[src/rtl/serial_adder_if.sv]
// serial_adder_if: start/operand request and busy/done/result response bundle
// for the digit-serial add/subtract unit.
interface serial_adder_if #(
    parameter int WIDTH = 8
) ();
    logic             start;
    logic [WIDTH-1:0] a;
    logic [WIDTH-1:0] b;
    logic             cin;
    logic             sub;
    logic             busy;
    logic             done;
    logic [WIDTH-1:0] sum;
    logic             cout;
    logic             ovf;
    logic             zero;

    // Requester side: issues operations, observes handshake and result
    modport master (
        output start, a, b, cin, sub,
        input  busy, done, sum, cout, ovf, zero
    );

    // Adder side: accepts operations, produces handshake and result
    modport slave (
        input  start, a, b, cin, sub,
        output busy, done, sum, cout, ovf, zero
    );
endinterface

[src/rtl/serial_adder.sv]
// serial_adder: WIDTH-bit add/subtract computed DIGIT bits per clock through a
// single DIGIT-wide adder slice. Carry lives in a flop between slices; the
// visible result and flags update only when an operation completes.
module serial_adder #(
    parameter int WIDTH = 8,
    parameter int DIGIT = 1
) (
    input  logic          clk,
    input  logic          rst,
    serial_adder_if.slave bus
);
    localparam int STEPS = WIDTH / DIGIT;
    localparam int CW    = (STEPS > 1) ? $clog2(STEPS) : 1;

    generate
        if (WIDTH < 2) begin : g_bad_width
            $error("serial_adder: WIDTH must be at least 2");
        end
        if ((DIGIT < 1) || (DIGIT > WIDTH) || ((WIDTH % DIGIT) != 0)) begin : g_bad_digit
            $error("serial_adder: DIGIT must divide WIDTH");
        end
    endgenerate

    typedef enum logic [1:0] {
        S_IDLE = 2'd0,
        S_RUN  = 2'd1,
        S_DONE = 2'd2
    } state_t;

    state_t           r_state;
    state_t           w_next_state;
    logic [WIDTH-1:0] r_a;
    logic [WIDTH-1:0] r_b;
    logic [WIDTH-1:0] r_res;
    logic [WIDTH-1:0] r_sum;
    logic             r_carry;
    logic             r_cout;
    logic             r_ovf;
    logic             r_zero;
    logic             r_busy;
    logic             r_done;
    logic [CW-1:0]    r_cnt;

    logic [DIGIT:0]   w_slice;
    logic [WIDTH-1:0] w_res_next;
    logic             w_msb_cin;
    logic             w_last;
    logic             w_accept;
    logic             w_busy_next;
    logic             w_done_next;

    // Shared DIGIT-wide adder slice and the result shift-in path
    always_comb begin
        w_slice    = {1'b0, r_a[DIGIT-1:0]} + {1'b0, r_b[DIGIT-1:0]} + {{DIGIT{1'b0}}, r_carry};
        // Carry into the slice's top bit, recovered from its sum bit; on the
        // final slice this is the carry into the word MSB.
        w_msb_cin  = r_a[DIGIT-1] ^ r_b[DIGIT-1] ^ w_slice[DIGIT-1];
        w_res_next = (r_res >> DIGIT) | (WIDTH'(w_slice[DIGIT-1:0]) << (WIDTH - DIGIT));
        w_last     = (r_cnt == CW'(STEPS - 1));
    end

    // State register
    always_ff @(posedge clk or posedge rst) begin
        if (rst) begin
            r_state <= S_IDLE;
        end else begin
            r_state <= w_next_state;
        end
    end

    // Next-state logic: start is only honoured outside RUN
    always_comb begin
        w_next_state = r_state;
        case (r_state)
            S_IDLE: begin
                if (bus.start) w_next_state = S_RUN;
                else           w_next_state = S_IDLE;
            end
            S_RUN: begin
                if (w_last) w_next_state = S_DONE;
                else        w_next_state = S_RUN;
            end
            S_DONE: begin
                if (bus.start) w_next_state = S_RUN;
                else           w_next_state = S_IDLE;
            end
            default: w_next_state = S_IDLE;
        endcase
    end

    // Output decode from the upcoming state so busy/done can be registered
    always_comb begin
        w_busy_next = 1'b0;
        w_done_next = 1'b0;
        case (w_next_state)
            S_RUN:   w_busy_next = 1'b1;
            S_DONE:  w_done_next = 1'b1;
            default: begin
                w_busy_next = 1'b0;
                w_done_next = 1'b0;
            end
        endcase
        w_accept = (r_state != S_RUN) && (w_next_state == S_RUN);
    end

    // Handshake output registers
    always_ff @(posedge clk or posedge rst) begin
        if (rst) begin
            r_busy <= 1'b0;
            r_done <= 1'b0;
        end else begin
            r_busy <= w_busy_next;
            r_done <= w_done_next;
        end
    end

    // Operand capture, per-slice shifting and completion-time result load
    always_ff @(posedge clk or posedge rst) begin
        if (rst) begin
            r_a     <= {WIDTH{1'b0}};
            r_b     <= {WIDTH{1'b0}};
            r_res   <= {WIDTH{1'b0}};
            r_carry <= 1'b0;
            r_cnt   <= {CW{1'b0}};
            r_sum   <= {WIDTH{1'b0}};
            r_cout  <= 1'b0;
            r_ovf   <= 1'b0;
            r_zero  <= 1'b0;
        end else if (w_accept) begin
            // Subtraction is a + ~b + ~cin, so borrow-in becomes inverted carry-in
            r_a     <= bus.a;
            r_b     <= bus.sub ? ~bus.b : bus.b;
            r_carry <= bus.sub ? ~bus.cin : bus.cin;
            r_res   <= {WIDTH{1'b0}};
            r_cnt   <= {CW{1'b0}};
        end else if (r_state == S_RUN) begin
            r_a     <= r_a >> DIGIT;
            r_b     <= r_b >> DIGIT;
            r_carry <= w_slice[DIGIT];
            r_res   <= w_res_next;
            r_cnt   <= r_cnt + CW'(1);
            if (w_last) begin
                r_sum  <= w_res_next;
                r_cout <= w_slice[DIGIT];
                r_ovf  <= w_msb_cin ^ w_slice[DIGIT];
                r_zero <= (w_res_next == {WIDTH{1'b0}});
            end
        end
    end

    assign bus.busy = r_busy;
    assign bus.done = r_done;
    assign bus.sum  = r_sum;
    assign bus.cout = r_cout;
    assign bus.ovf  = r_ovf;
    assign bus.zero = r_zero;
endmodule

[src/flat_wrapper.sv]
// flat-port wrapper written by rule: the top's interface ports become plain ports
module serial_adder_flat 
#(
    parameter int WIDTH = 8,
    parameter int DIGIT = 1
)
  (clk, rst, bus_start, bus_a, bus_b, bus_cin, bus_sub, bus_busy, bus_done, bus_sum, bus_cout, bus_ovf, bus_zero);
  serial_adder_if #(.WIDTH(WIDTH)) bus_i ();
  input  logic clk;
  input  logic rst;
  input wire logic [$bits(bus_i.start)-1:0] bus_start;
  input wire logic [$bits(bus_i.a)-1:0] bus_a;
  input wire logic [$bits(bus_i.b)-1:0] bus_b;
  input wire logic [$bits(bus_i.cin)-1:0] bus_cin;
  input wire logic [$bits(bus_i.sub)-1:0] bus_sub;
  output wire logic [$bits(bus_i.busy)-1:0] bus_busy;
  output wire logic [$bits(bus_i.done)-1:0] bus_done;
  output wire logic [$bits(bus_i.sum)-1:0] bus_sum;
  output wire logic [$bits(bus_i.cout)-1:0] bus_cout;
  output wire logic [$bits(bus_i.ovf)-1:0] bus_ovf;
  output wire logic [$bits(bus_i.zero)-1:0] bus_zero;
  assign bus_i.start = bus_start;
  assign bus_i.a = bus_a;
  assign bus_i.b = bus_b;
  assign bus_i.cin = bus_cin;
  assign bus_i.sub = bus_sub;
  assign bus_busy = bus_i.busy;
  assign bus_done = bus_i.done;
  assign bus_sum = bus_i.sum;
  assign bus_cout = bus_i.cout;
  assign bus_ovf = bus_i.ovf;
  assign bus_zero = bus_i.zero;
  serial_adder #(.WIDTH(WIDTH), .DIGIT(DIGIT)) u_core (.clk(clk), .rst(rst), .bus(bus_i));
endmodule
[config.mk]
export PLATFORM = sky130hd
export DESIGN_NAME = serial_adder_flat
export DESIGN_NICKNAME = d
export VERILOG_FILES = /design/src/rtl/serial_adder_if.sv /design/src/rtl/serial_adder.sv /design/src/flat_wrapper.sv
export SDC_FILE = /design/constraint.sdc
export NUM_CORES = 1
export LEC_CHECK = 0
export BUFFER_PORTS_ARGS = -buffer_cell sky130_fd_sc_hd__buf_2
export CORE_MARGIN = 2
export CORE_UTILIZATION = 40
export DETAILED_ROUTE_END_ITERATION = 12
export GPL_ROUTABILITY_DRIVEN = 0
export GPL_TIMING_DRIVEN = 0
export MAX_ROUTING_LAYER = met4
export PLACE_DENSITY = 0.64
export SETUP_SLACK_MARGIN = 0.02
export SYNTH_ARGS = -nofsm -noshare
export SYNTH_HDL_FRONTEND = slang
export SYNTH_SLANG_ARGS = --single-unit
[constraint.sdc]
create_clock -name clk -period 2.5 [get_ports clk]
set_clock_uncertainty 0.1 [all_clocks]
set_input_delay 0.25 -clock clk [delete_from_list [all_inputs] [get_ports clk]]
set_output_delay 0.25 -clock clk [all_outputs]
set_load 0.01 [all_outputs]
# == After elaboration in Yosys (flattened, before gate mapping) ==
# Cells that the tools add are included.
# op_classes
magnitude_cmp,0
mux,17
div_mod_pow,0
n_eq_ne,6
n_addsub,3
n_reduce_logical,6
shifts,0
multipliers,0
bitwise_logic,7
# op_table
op,count
$mux 8,7
$logic_not 8->1,1
$not 8->8,1
$or 7x8->8,1
$mux 1,6
$mux 3,2
$eq 2x1->1 const B,2
$eq 2x2->1 const B,2
$pmux 2 s2,1
$add 3x1->3 const B,1
$eq 3x3->1 const B,1
$reduce_and 3->1,1
$xor 1x1->1,3
$add 1x1->2,1
$add 2x1->2,1
$logic_not 2->1,1
$mux 2,1
$ne 2x1->1 const B,1
$not 1->1,2
$reduce_bool 2->1,1
$reduce_or 2->1,1
$logic_and 1x1->1,1
# totals
register_bits,43
rom_bits,0
ramBits,0
latchBits,0
memories,0

# == Depth between registers and ports, before layout ==
# Gate-level depths: netlist of run 1.
# depth
ltp_word,7
depth_mapped,6
depth_no_buf,5

# == Worst setup path after synthesis of run 1 ==
# No wires, ideal clock.
# synth_path
kind,register to register
startpoint,register u_core.r_cnt[0]
endpoint,"register u_core.r_sum[0], in the netlist u_core.bus.sum[0]"
arrival_time_ps,1492
stages_incl_launch_ff,6
setup_slack_ps,784
t_required_ps,2275
setup_ps,125
path_buffers,1
path_cell_list,dfrtp_1 -> ha_1 -> ha_1 -> nand3b_1 -> buf_2 -> mux2_2
# synth_via
elab_chain_cells,7
# synth_lines
element,line_no,text
"start, declared",serial_adder.sv:42,logic [CW-1:0] r_cnt;
"start signal, assigned",serial_adder.sv:124,r_cnt <= {CW{1'b0}};
"start signal, assigned",serial_adder.sv:135,r_cnt <= {CW{1'b0}};
"start signal, assigned",serial_adder.sv:141,r_cnt <= r_cnt + CW'(1);
$eq 3x3->1 *,serial_adder.sv:59,w_last = (r_cnt == CW'(STEPS - 1));
$mux 2,serial_adder.sv:80,if (w_last) w_next_state = S_DONE;
$pmux 2 s2,serial_adder.sv:74,case (r_state)
$eq 2x1->1,serial_adder.sv:103,w_accept = (r_state != S_RUN) && (w_next_state == S_RUN);
$logic_and 1x1->1,serial_adder.sv:103,
$not 1->1 (no line),n/a,
$reduce_and 3->1 (no line) *,n/a,
"end signal, assigned",serial_adder.sv:125,r_sum <= {WIDTH{1'b0}};
"end signal, assigned",serial_adder.sv:143,r_sum <= w_res_next;
"end, declared",serial_adder.sv:35,logic [WIDTH-1:0] r_sum;
# Every way passes the cells marked *; elsewhere a longest branch is shown, timed or not.
# A chain may end at the register's enable or synchronous reset.

# == Worst setup path after layout of run 1 ==
# layout_path
startpoint,register u_core.r_cnt[0]
endpoint,"register u_core.r_sum[1], in the netlist u_core.bus.sum[1]"
# Same word-level chain as after synthesis.

==> impl_table.tex, run 1 <==
\begin{tabular}{lr}
\hline
Metric & Value \\
\hline
\multicolumn{2}{l}{\textbf{Critical path}} \\
Max stage delay cell, worst path & dfrtp\_1 \\
Element type at the critical path end & flop \\
Endpoint required time on the critical path & 2580 ps \\
Maximum fanout encountered on the critical timing path & 10 \\
Most frequent cell on the critical path & ha\_1 \\
Endpoint arrival time on the critical path & 1990 ps \\
CP Class & reg2reg \\
Cell Chain, Critical Path & ha\_1, ha\_1, nand3b\_1, buf\_2, mux2\_2 \\
Max incr delay on CP & 390 ps \\
Worst setup SP type & flop \\
\multicolumn{2}{l}{\textbf{Clock network}} \\
Root buffer selected by CTS & clkbuf\_8 \\
Clk pin slew, worst setup/hold paths & 80 ps \\
Number of buffers inserted for hold repair after clock tree synthesis & 0 \\
Number of setup buffers added after CTS & 0 \\
Number of buffers created by CTS & 5 \\
Number of H-tree levels & 2 \\
TritonCTS clock tree & built \\
Latest clock arrival within the worst-skew pair & 300 ps \\
Count of instances resized after the clock tree is built & 0 \\
Sinks on the clock net & 42 \\
Buffers from clock root to sink, at most & 2 \\
\multicolumn{2}{l}{\textbf{Routing}} \\
Initial DRC count & 50 \\
Per-cell routed wire length & 14.1 µm \\
Length of the first detailed-routing pass in iterations & 4 \\
Total routed wirelength & 3210 µm \\
Post-route ant nets & 0 \\
Final routed DRC violation total & 0 \\
Vias/cell & 5.20 \\
Routed vias & 1,180 \\
\multicolumn{2}{l}{\textbf{GRT}} \\
Overall global routing resource usage & 14.1\% \\
Antenna violations before repair & 0 \\
Pin count of the biggest net entering global routing & 43 \\
Number of global-route vias before repair & 1,208 \\
Total congestion overflow & 0 \\
Global-route wire length before repair & 5440 µm \\
\multicolumn{2}{l}{\textbf{Run}} \\
Max-Cap Viols & 0 \\
\multicolumn{2}{l}{\textbf{Synthesis}} \\
Dominant cell by count in the synthesized netlist & dfrtp\_1 \\
Netlist Area Pre-Place & 1800 µm² \\
Post-synth top cells & 42 x dfrtp\_1, 18 x a22o\_1, 11 x xnor2\_1 \\
Dominant cell type by area after synthesis & dfrtp\_1 \\
Most used DFF post-synth & dfrtp\_1 \\
Share of Yosys cell area claimed by the top area cell type & 58.4\% \\
Synth Net Count & 159 \\
Number of unique standard cell types used by synthesis & 23 \\
Proportion of register bits with asynchronous set or reset after synthesis & 100\% \\
Number of enable-type register cells in the synthesized netlist & 0 \\
Number of warnings reported in the yosys synthesis log & 0 \\
Gate count after technology mapping & 135 \\
Top post-synthesis cells by area & dfrtp\_1 58\%, a22o\_1 8.8\%, mux2\_2 6.3\% \\
Sequential area share after synthesis & 58.4\% \\
Mean post-synth cell area & 13.3 µm² \\
Post-synthesis register bit count & 42 \\
\multicolumn{2}{l}{\textbf{Timing}} \\
Final period utilization & 76.3\% \\
Final sum of negative setup slack & 0 ps \\
RSZ-0062 raised after global routing & false \\
Final Slew Violations & 0 \\
Worst slew margin relative to its limit & 42.9\% \\
Minimum setup slack in the final design & 593 ps \\
Final worst path period need & 1910 ps \\
Final Hold Fails & 0 \\
Slew at the pin with the worst max-slew slack & 856 ps \\
Total of endpoints with negative setup slack in the final report & 0 \\
Max frequency & 0.524 GHz \\
\multicolumn{2}{l}{\textbf{Floorplanning}} \\
Chip Width & 71.1 µm \\
Number of placement rows & 24 \\
Die height & 71.1 µm \\
Die outline area & 5050 µm² \\
Floorplan Core Area & 4350 µm² \\
Top-level I/O count & 34 \\
Initial cell density of the core & 41.3\% \\
\multicolumn{2}{l}{\textbf{Finish}} \\
Filler instances & 380 \\
Area Overhead vs Synth & 18.4\% \\
Fraction of layout cells with a size suffix above 1 & 33.1\% \\
Final Non-Filler Cells & 227 \\
Multi-input combinational cell area & 666 µm² \\
Total inserted antenna cells & 0 \\
Net count reported at finish & 198 \\
Sequential cell area & 1050 µm² \\
\multicolumn{2}{l}{\textbf{Placed design}} \\
Setup slack after placement & 593 ps \\
Buffers on Ports & 32 \\
Placed insts & 219 \\
Half-perimeter wire length after placement & 2270 µm \\
\multicolumn{2}{l}{\textbf{Outcome}} \\
Result of the run & finished clean \\
\multicolumn{2}{l}{\textbf{Worst hold path}} \\
Class of the tightest hold or removal check & in2async \\
\multicolumn{2}{l}{\textbf{Pwr}} \\
Portion of total power attributed to combinational logic & 40.6\% \\
Share of power burned in the clock network & 18.2\% \\
Switching fraction of total power & 33.3\% \\
Leakage & 1.07 nW \\
Sequential share of power & 41.2\% \\
Switching Power & 0.955 mW \\
Power per cell area & 1340 nW/µm² \\
Internal power component & 1.91 mW \\
Maximum ir drop on the vdd rail & 0.432 mV \\
\hline
\end{tabular}
power by group through the flow:
stage | logic, mW | clock network [mW] | registers (mW)
floorplan | 0.858 | 0 | 1.19
global placement | 1.15 | 0 | 1.18
detailed placement | 1.18 | 0 | 1.19
CTS | 1.19 | 0.533 | 1.18
global route | 1.28 | 0.555 | 1.22
finish | 1.16 | 0.521 | 1.18
final cells by class:
type	count	share of cell area [%]
flip-flops and latches	42	49.3
clock buffers	7	3.58
multi-input cells	80	31.2
plain buffers	9	3.17
well taps	52	3.05
repair buffers	32	7.52
clock inverters	1	1.41
inverters	4	0.705
critical path: cells and delay by family, from the launching register on:
family                   cells  cell delay (ps)
multiplexers                 1              360
buffers and inverters        1              290
flip-flops                   1              390
adder cells (fa/ha/maj)      2              410
AND/OR/NAND/NOR              1              240
sequential cells by signal, indices dropped and copies added, names as in the netlist:
signal	cells
u_core.r_carry	1
u_core.r_cnt	3
u_core.bus.sum	8
u_core.bus.cout	1
u_core.r_state	2
u_core.r_a	8
u_core.bus.busy	1
u_core.r_b	8
u_core.bus.ovf	1
u_core.bus.zero	1
u_core.bus.done	1
u_core.r_res	7
final timing paths:
| path | cells past startpoint | to | slack [ps] | startpoint |
|---|---|---|---|---|
| worst max-delay path | 5 | u_core.bus.sum[1] | 590 | u_core.r_cnt[0] |
| worst min-delay path | 2 | u_core.bus.ovf | 30 | rst |
| worst max register to register | 5 | u_core.bus.sum[1] | 590 | u_core.r_cnt[0] |
| worst min register to register | 2 | u_core.bus.ovf | 380 | u_core.bus.ovf |
| max in group asynchronous | 2 | u_core.r_b[5] | 1740 | rst |
| min in group clk | 2 | u_core.r_a[7] | 80 | bus_a[7] |
stage by stage:
step / instance area, µm² / util (%) / power (mW) / hold slack (ps)
2_1_floorplan: 1800 / - / 2.05 / 290
3_3_place_gp: 2020 / 46.5 / 2.33 / 360
3_5_place_dp: 2020 / 46.5 / 2.37 / 366
4_1_cts: 2130 / 48.9 / 2.90 / 55.2
5_1_grt: 2130 / 48.9 / 3.06 / 86.9
6_report: 2130 / 48.9 / 2.87 / 26.9
layout by cell type (no fill, tap or decap), drive strengths merged:
master / count
inv: 4
ha: 2
nor4: 2
o21ai: 4
nand2b: 1
a21o: 7
fa: 1
buf: 41
nand2: 3
dfrtp: 42
nand3b: 1
mux2: 10
xor2: 1
a221o: 8
bufinv: 1
nor2: 9
clkbuf: 7
nor2b: 1
a22o: 18
and2b: 1
xnor2: 11
cell families after synthesis:
kind of cell / share of synthesized area (%)
multiplexers: 6.26
XOR/XNOR: 5.84
buffers and inverters: 4.59
AND/OR/NAND/NOR: 5.15
adder cells (fa/ha/maj): 2.50
flip-flops: 58.4
AO/OA/AOI/OAI: 17.2
layer usage:
metal | up-vias | part of all wire, % | GRT usage, %
met4 | 0 | 1.5 | 4.40
li1 | 563 | - | -
met1 | 580 | 46 | 17.3
met3 | 5 | 4.8 | 4.27
met2 | 32 | 48 | 22.5
met5 | - | 0 | -
Note: power is estimated with default switching activity, not from simulation.
==> run 2, diff against run 1 <==
Settings changed: PLACE_DENSITY 0.64 to 0.66.
Clock period 2.5 ns to 1.6 ns, I/O delays scaled along.
==> run 2 against run 1 <==
- the run now ends with setup timing left
- hold slack better by 31 ps
- final area increased by 7.8%
- combinational power increased by 80%
- sequential power is 58% higher
- non-clock buffer count rose by 12
- count of clock-buffer cells in the layout is 2 lower
- global-route usage up 0.59 points
- sequential share of layout area is 3.6 points lower
- cell count is 5.3% higher
==> impl_table.tex, run 2 (synthesis results as in run 1) <==
\begin{tabular}{lr}
\hline
Metric & Value \\
\hline
\multicolumn{2}{l}{\textbf{Outcome}} \\
Result of the run & complete, but fails checks \\
Failing checks & setup timing \\
\multicolumn{2}{l}{\textbf{Critical path}} \\
R2R depth & 4 (-1) \\
Reg-to-Reg End & u\_core.bus.ovf \\
Endpoint required time on the critical path & 1690 ps (-890 ps) \\
Max incr delay on CP & 630 ps (+240 ps) \\
CP Class & reg2reg \\
Worst setup SP type & flop \\
Endpoint arrival time on the critical path & 1710 ps (-280 ps) \\
Maximum fanout encountered on the critical timing path & 4 (-6) \\
R2R setup slack & -20 ps (-620 ps) \\
Element type at the critical path end & flop \\
Most frequent cell on the critical path & xnor2\_1 \\
Max stage delay cell, worst path & fa\_2 \\
Beginning of the worst register-to-register path & u\_core.r\_carry \\
Cell Chain, Critical Path & fa\_2, xnor2\_1, xnor2\_1, o21ai\_1 \\
\multicolumn{2}{l}{\textbf{Routing}} \\
Length of the first detailed-routing pass in iterations & 4 (unchanged) \\
Vias/cell & 5.18 (-0.43\%) \\
Post-route ant nets & 0 (unchanged) \\
Initial DRC count & 57 (+14\%) \\
Total routed wirelength & 3400 µm (+5.9\%) \\
Final routed DRC violation total & 0 (unchanged) \\
Routed vias & 1,237 (+4.8\%) \\
Per-cell routed wire length & 14.2 µm (+0.57\%) \\
\multicolumn{2}{l}{\textbf{Clock network}} \\
Number of H-tree levels & 2 (unchanged) \\
Buffers from clock root to sink, at most & 2 (unchanged) \\
Number of buffers created by CTS & 5 (unchanged) \\
Latest clock arrival within the worst-skew pair & 290 ps (about the same) \\
Sinks on the clock net & 42 (unchanged) \\
TritonCTS clock tree & built \\
Root buffer selected by CTS & clkbuf\_8 \\
Clk pin slew, worst setup/hold paths & 80 ps (about the same) \\
\multicolumn{2}{l}{\textbf{Placed design}} \\
Half-perimeter wire length after placement & 2330 µm (+2.7\%) \\
Buffers on Ports & 32 (unchanged) \\
\multicolumn{2}{l}{\textbf{Pwr}} \\
Leakage & 1.18 nW (+9.8\%) \\
Sequential share of power & 38.9\% (-2.3 points) \\
Portion of total power attributed to combinational logic & 43.7\% (+3.1 points) \\
Share of power burned in the clock network & 17.4\% (-0.8 points) \\
Internal power component & 3.20 mW (+68\%) \\
Switching Power & 1.59 mW (+66\%) \\
Switching fraction of total power & 33.1\% (-0.18 points) \\
Power per cell area & 2080 nW/µm² (+55\%) \\
Maximum ir drop on the vdd rail & 0.905 mV (+110\%) \\
\multicolumn{2}{l}{\textbf{Timing}} \\
Final worst path period need & 1620 ps (-284 ps) \\
Final sum of negative setup slack & -95.4 ps (-95.4 ps) \\
Slew at the pin with the worst max-slew slack & 861 ps (+5.50 ps) \\
Max frequency & 0.616 GHz (+17\%) \\
Total of endpoints with negative setup slack in the final report & 5 (+5) \\
Worst slew margin relative to its limit & 42.5\% (-0.37 points) \\
Hold Worst Slack & 58.3 ps (+31.4 ps) \\
Minimum setup slack in the final design & -23.3 ps (-616 ps) \\
Final Hold Fails & 0 (unchanged) \\
Final Slew Violations & 0 (unchanged) \\
Final period utilization & 101\% (+25 points) \\
RSZ-0062 raised after global routing & true \\
\multicolumn{2}{l}{\textbf{Floorplanning}} \\
Initial cell density of the core & 41.3\% (unchanged) \\
Number of placement rows & 24 (unchanged) \\
Die outline area & 5050 µm² (unchanged) \\
Die height & 71.1 µm (unchanged) \\
Top-level I/O count & 34 (unchanged) \\
Chip Width & 71.1 µm (unchanged) \\
Floorplan Core Area & 4350 µm² (unchanged) \\
\multicolumn{2}{l}{\textbf{GRT}} \\
Number of global-route vias before repair & 1,242 (+2.8\%) \\
Global-route wire length before repair & 5710 µm (+4.9\%) \\
Antenna violations before repair & 0 (unchanged) \\
Total congestion overflow & 0 (unchanged) \\
Pin count of the biggest net entering global routing & 43 (unchanged) \\
Overall global routing resource usage & 14.7\% (+0.59 points) \\
\multicolumn{2}{l}{\textbf{Finish}} \\
Area Overhead vs Synth & 27.7\% \\
Multi-input combinational cell area & 717 µm² (+7.7\%) \\
Total inserted antenna cells & 0 (unchanged) \\
Fraction of the core area covered by cells at the end of the flow & 52.8\% (+3.8 points) \\
Filler instances & 375 (-1.3\%) \\
Most common cell after layout, fill and taps aside & dfrtp\_1 \\
Highest-count cells in the layout ignoring fill and taps & 42 x dfrtp\_1, 34 x buf\_2, 18 x a22o\_1, 11 x xnor2\_1, 10 x buf\_4 \\
Sequential cell area & 1050 µm² (unchanged) \\
Net count reported at finish & 210 (+6.1\%) \\
Fraction of layout cells with a size suffix above 1 & 39.0\% (+5.9 points) \\
\multicolumn{2}{l}{\textbf{Worst hold path}} \\
Instance count along the most critical hold path & 3 \\
Hold wc startpoint & bus\_a[4] \\
Hold-critical path endpoint & u\_core.r\_a[4] \\
Class of the tightest hold or removal check & in2reg \\
\multicolumn{2}{l}{\textbf{Run}} \\
Max-Cap Viols & 0 (unchanged) \\
\hline
\end{tabular}
[run 2: cell count changes in the layout (fill, tap and decap cells not counted), sizes merged]
cell         change
clkinv           +1
buf             +10
inv              +1
dlygate4sd3      +2
clkbuf           -2
[run 2: worst max path at each step]
stage	startpoint	end	depth (start not counted)
3_3_place_gp	rst	u_core.r_b[5]	2
5_1_grt	u_core.r_carry	u_core.bus.zero	4
6_report	u_core.r_carry	u_core.bus.ovf	4
2_1_floorplan	u_core.r_cnt[1]	u_core.bus.sum[0]	5
3_5_place_dp	u_core.r_cnt[1]	u_core.bus.sum[7]	5
4_1_cts	u_core.r_a[0]	u_core.bus.ovf	4
[run 2: power groups by stage]
| stage | logic, mW | registers, mW | clock network, mW |
|---|---|---|---|
| final | 2.09 | 1.86 | 0.834 |
| after global routing | 2.30 | 1.91 | 0.900 |
| after CTS | 2.08 | 1.86 | 0.860 |
| after detailed placement | 1.91 | 1.88 | 0 |
| after global placement | 1.85 | 1.85 | 0 |
| after floorplan | 1.40 | 1.87 | 0 |
[run 2: layout make-up]
type	instances	share of cell area, %
Buffer	9	3.21
Clock buffer	5	3.00
Clock inverter	3	1.91
Inverter	4	0.654
Multi-Input combinational cell	80	31.2
Sequential cell	42	45.8
Tap cell	52	2.83
Timing Repair Buffer	44	11.4
[run 2: per-stage QoR]
stage	worst slack (ps)	total power, mW	cell area (µm²)	cells
floorplan	2.41	3.27	1840	135
global placement	-110	3.70	2060	219
detailed placement	-134	3.79	2060	219
CTS	-24.7	4.80	2280	237
global route	-72.5	5.11	2300	239
finish	-23.3	4.79	2300	239
[run 2: what timing repair did]
action | in CTS | in global routing
pin swaps | 4 | 3
setup buffers | 8 | 2
hold buffers | 2 | 0
hold endpoints to repair | 43 | 0
resized for setup | 8 | 1
endpoints found under the setup margin | 11 | 11
[run 2: worst max-delay path: cells and delay by family (launching register included)]
kind                     cells  cell delay (ps)
XOR/XNOR                     2              300
AO/OA/AOI/OAI                1               80
adder cells (fa/ha/maj)      1              630
flip-flops                   1              410
[run 2: metal layers]
metal	global-route usage, %	part of all wire, %	up-vias
li1	-	-	590
met1	19.2	47	605
met2	22.3	47	36
met3	3.70	4.3	6
met4	5.45	1.3	0
met5	-	0	-
==> run 3, diff against run 2 <==
Settings changed: CORE_ASPECT_RATIO set to 0.8.
==> run 3 against run 2 <==
- the flow now finishes without violations
- hold slack worse by 51 ps
- critical path type unchanged
- critical path depth rose by 1
- clock power fell by 2%
- cell count increased by 0.84%
- power rose by 1.8%
==> impl_table.tex, run 3 (synthesis results as in run 1) <==
\begin{tabular}{lr}
\hline
Metric & Value \\
\hline
\multicolumn{2}{l}{\textbf{Pwr}} \\
Leakage & 1.16 nW (-1.3\%) \\
Maximum ir drop on the vdd rail & 1.07 mV (+18\%) \\
Total power of the final layout & 4.88 mW (+1.8\%) \\
Power per cell area & 2130 nW/µm² (+2.3\%) \\
\multicolumn{2}{l}{\textbf{Critical path}} \\
Maximum fanout encountered on the critical timing path & 8 (+4) \\
Element type at the critical path end & flop \\
Worst setup SP type & flop \\
CP Class & reg2reg \\
Endpoint arrival time on the critical path & 1680 ps (-30 ps) \\
Endpoint required time on the critical path & 1680 ps (about the same) \\
\multicolumn{2}{l}{\textbf{Floorplanning}} \\
Top-level I/O count & 34 (unchanged) \\
Chip Width & 79.0 µm (+11\%) \\
Die height & 64.0 µm (-10\%) \\
Initial cell density of the core & 42.3\% (+0.95 points) \\
Number of placement rows & 21 (-13\%) \\
Die outline area & 5050 µm² (about the same) \\
Floorplan Core Area & 4260 µm² (-2.2\%) \\
\multicolumn{2}{l}{\textbf{Finish}} \\
Total inserted antenna cells & 0 (unchanged) \\
Most common cell after layout, fill and taps aside & dfrtp\_1 \\
Final Non-Filler Cells & 241 (+0.84\%) \\
Net count reported at finish & 207 (-1.4\%) \\
Area Overhead vs Synth & 27.1\% \\
Filler instances & 394 (+5.1\%) \\
Fraction of layout cells with a size suffix above 1 & 39.1\% (+0.093 points) \\
Highest-count cells in the layout ignoring fill and taps & 42 x dfrtp\_1, 34 x buf\_2, 18 x a22o\_1, 10 x xnor2\_1 \\
\multicolumn{2}{l}{\textbf{GRT}} \\
Antenna violations before repair & 0 (unchanged) \\
Global-route wire length before repair & 5870 µm (+2.9\%) \\
Total congestion overflow & 0 (unchanged) \\
Number of global-route vias before repair & 1,246 (+0.32\%) \\
Overall global routing resource usage & 15.6\% (+0.83 points) \\
Pin count of the biggest net entering global routing & 43 (unchanged) \\
\multicolumn{2}{l}{\textbf{Clock network}} \\
TritonCTS clock tree & built \\
Number of buffers created by CTS & 5 (unchanged) \\
Sinks on the clock net & 42 (unchanged) \\
Number of H-tree levels & 2 (unchanged) \\
Clk pin slew, worst setup/hold paths & 80 ps (about the same) \\
Latest clock arrival within the worst-skew pair & 290 ps (about the same) \\
Root buffer selected by CTS & clkbuf\_8 \\
Buffers from clock root to sink, at most & 2 (unchanged) \\
\multicolumn{2}{l}{\textbf{Outcome}} \\
Result of the run & finished clean \\
\multicolumn{2}{l}{\textbf{Timing}} \\
Final sum of negative setup slack & 0 ps (+95.4 ps) \\
Final Hold Fails & 0 (unchanged) \\
Total of endpoints with negative setup slack in the final report & 0 (-5) \\
Final period utilization & 99.9\% (-1.6 points) \\
Final worst path period need & 1600 ps (-25.6 ps) \\
Final Slew Violations & 0 (unchanged) \\
Slew at the pin with the worst max-slew slack & 856 ps (-4.64 ps) \\
Minimum setup slack in the final design & 2.30 ps (+25.6 ps) \\
RSZ-0062 raised after global routing & true \\
Max frequency & 0.626 GHz (+1.6\%) \\
Worst slew margin relative to its limit & 42.8\% (+0.31 points) \\
\multicolumn{2}{l}{\textbf{Placed design}} \\
Half-perimeter wire length after placement & 2340 µm (+0.45\%) \\
Placed insts & 224 (+2.3\%) \\
Setup slack after placement & -149 ps (-14.8 ps) \\
Buffers on Ports & 32 (unchanged) \\
\multicolumn{2}{l}{\textbf{Worst hold path}} \\
Class of the tightest hold or removal check & in2reg \\
\multicolumn{2}{l}{\textbf{Routing}} \\
Routed vias & 1,210 (-2.2\%) \\
Per-cell routed wire length & 14.6 µm (+2.6\%) \\
Post-route ant nets & 0 (unchanged) \\
Initial DRC count & 60 (+5.3\%) \\
Final routed DRC violation total & 0 (unchanged) \\
Total routed wirelength & 3520 µm (+3.4\%) \\
Vias/cell & 5.02 (-3.0\%) \\
Length of the first detailed-routing pass in iterations & 4 (unchanged) \\
\multicolumn{2}{l}{\textbf{Run}} \\
Max-Cap Viols & 0 (unchanged) \\
\hline
\end{tabular}
run 3: layout make-up:
| type | instances | area (µm²) | area share (%) |
|---|---|---|---|
| inverters | 4 | 15.0 | 0.657 |
| clock inverters | 2 | 37.5 | 1.64 |
| clock buffers | 6 | 72.6 | 3.17 |
| flip-flops and latches | 42 | 1050 | 46.0 |
| repair buffers | 41 | 234 | 10.2 |
| multi-input cells | 80 | 731 | 32.0 |
| well taps | 57 | 71.3 | 3.12 |
| plain buffers | 9 | 73.8 | 3.23 |
run 3: routing by layer:
layer / routed length, µm / up-vias / track usage, % / share of wire (%)
met3: 150 / 4 / 4.24 / 4.3
met1: 1670 / 596 / 20.2 / 47
met5: 0 / - / - / 0
met4: 38 / 0 / 5.82 / 1.1
li1: - / 581 / - / -
met2: 1660 / 29 / 23.5 / 47
run 3: timing repair:
item | in CTS | in global routing
pin swaps | 4 | 2
gates resized for setup | 9 | 1
setup buffers | 7 | 1
hold buffers | 1 | 0
endpoints found under the hold margin | 42 | 0
setup endpoints to repair | 11 | 11
run 3: metrics by stage:
| step | instance area [µm²] | hold slack, ps | utilization [%] |
|---|---|---|---|
| detailed placement | 2070 | 290 | 48.6 |
| finish | 2290 | 7.12 | 53.7 |
| floorplan | 1840 | 200 | - |
| CTS | 2270 | 4.89 | 53.4 |
| global placement | 2070 | 292 | 48.6 |
| global route | 2290 | 20.8 | 53.7 |
run 3: worst paths after layout:
check / from / endpoint / slack, ps / cells after the start
max in group asynchronous: rst / u_core.r_b[2] / 370 / 3
worst max register to register: u_core.r_cnt[0] / u_core.bus.sum[7] / 2 / 5
min in group asynchronous: rst / u_core.bus.sum[1] / 490 / 3
worst min-delay path: bus_a[7] / u_core.r_a[7] / 7 / 2
worst min register to register: u_core.r_a[4] / u_core.r_a[4] / 380 / 1
worst max-delay path: u_core.r_cnt[0] / u_core.bus.sum[7] / 2 / 5
run 3: report_power, final:
part,leakage (nW),internal [mW],switching (mW)
Combinational,0.582,1.25,0.941
Sequential,0.530,1.54,0.326
Clock,0.0514,0.465,0.354
run 3: critical path, stage by stage (launching register included):
cell and delay (ps):
dfrtp_1 390, ha_2 200, ha_4 160, nand3b_1 170, buf_6 170, mux2_4 300
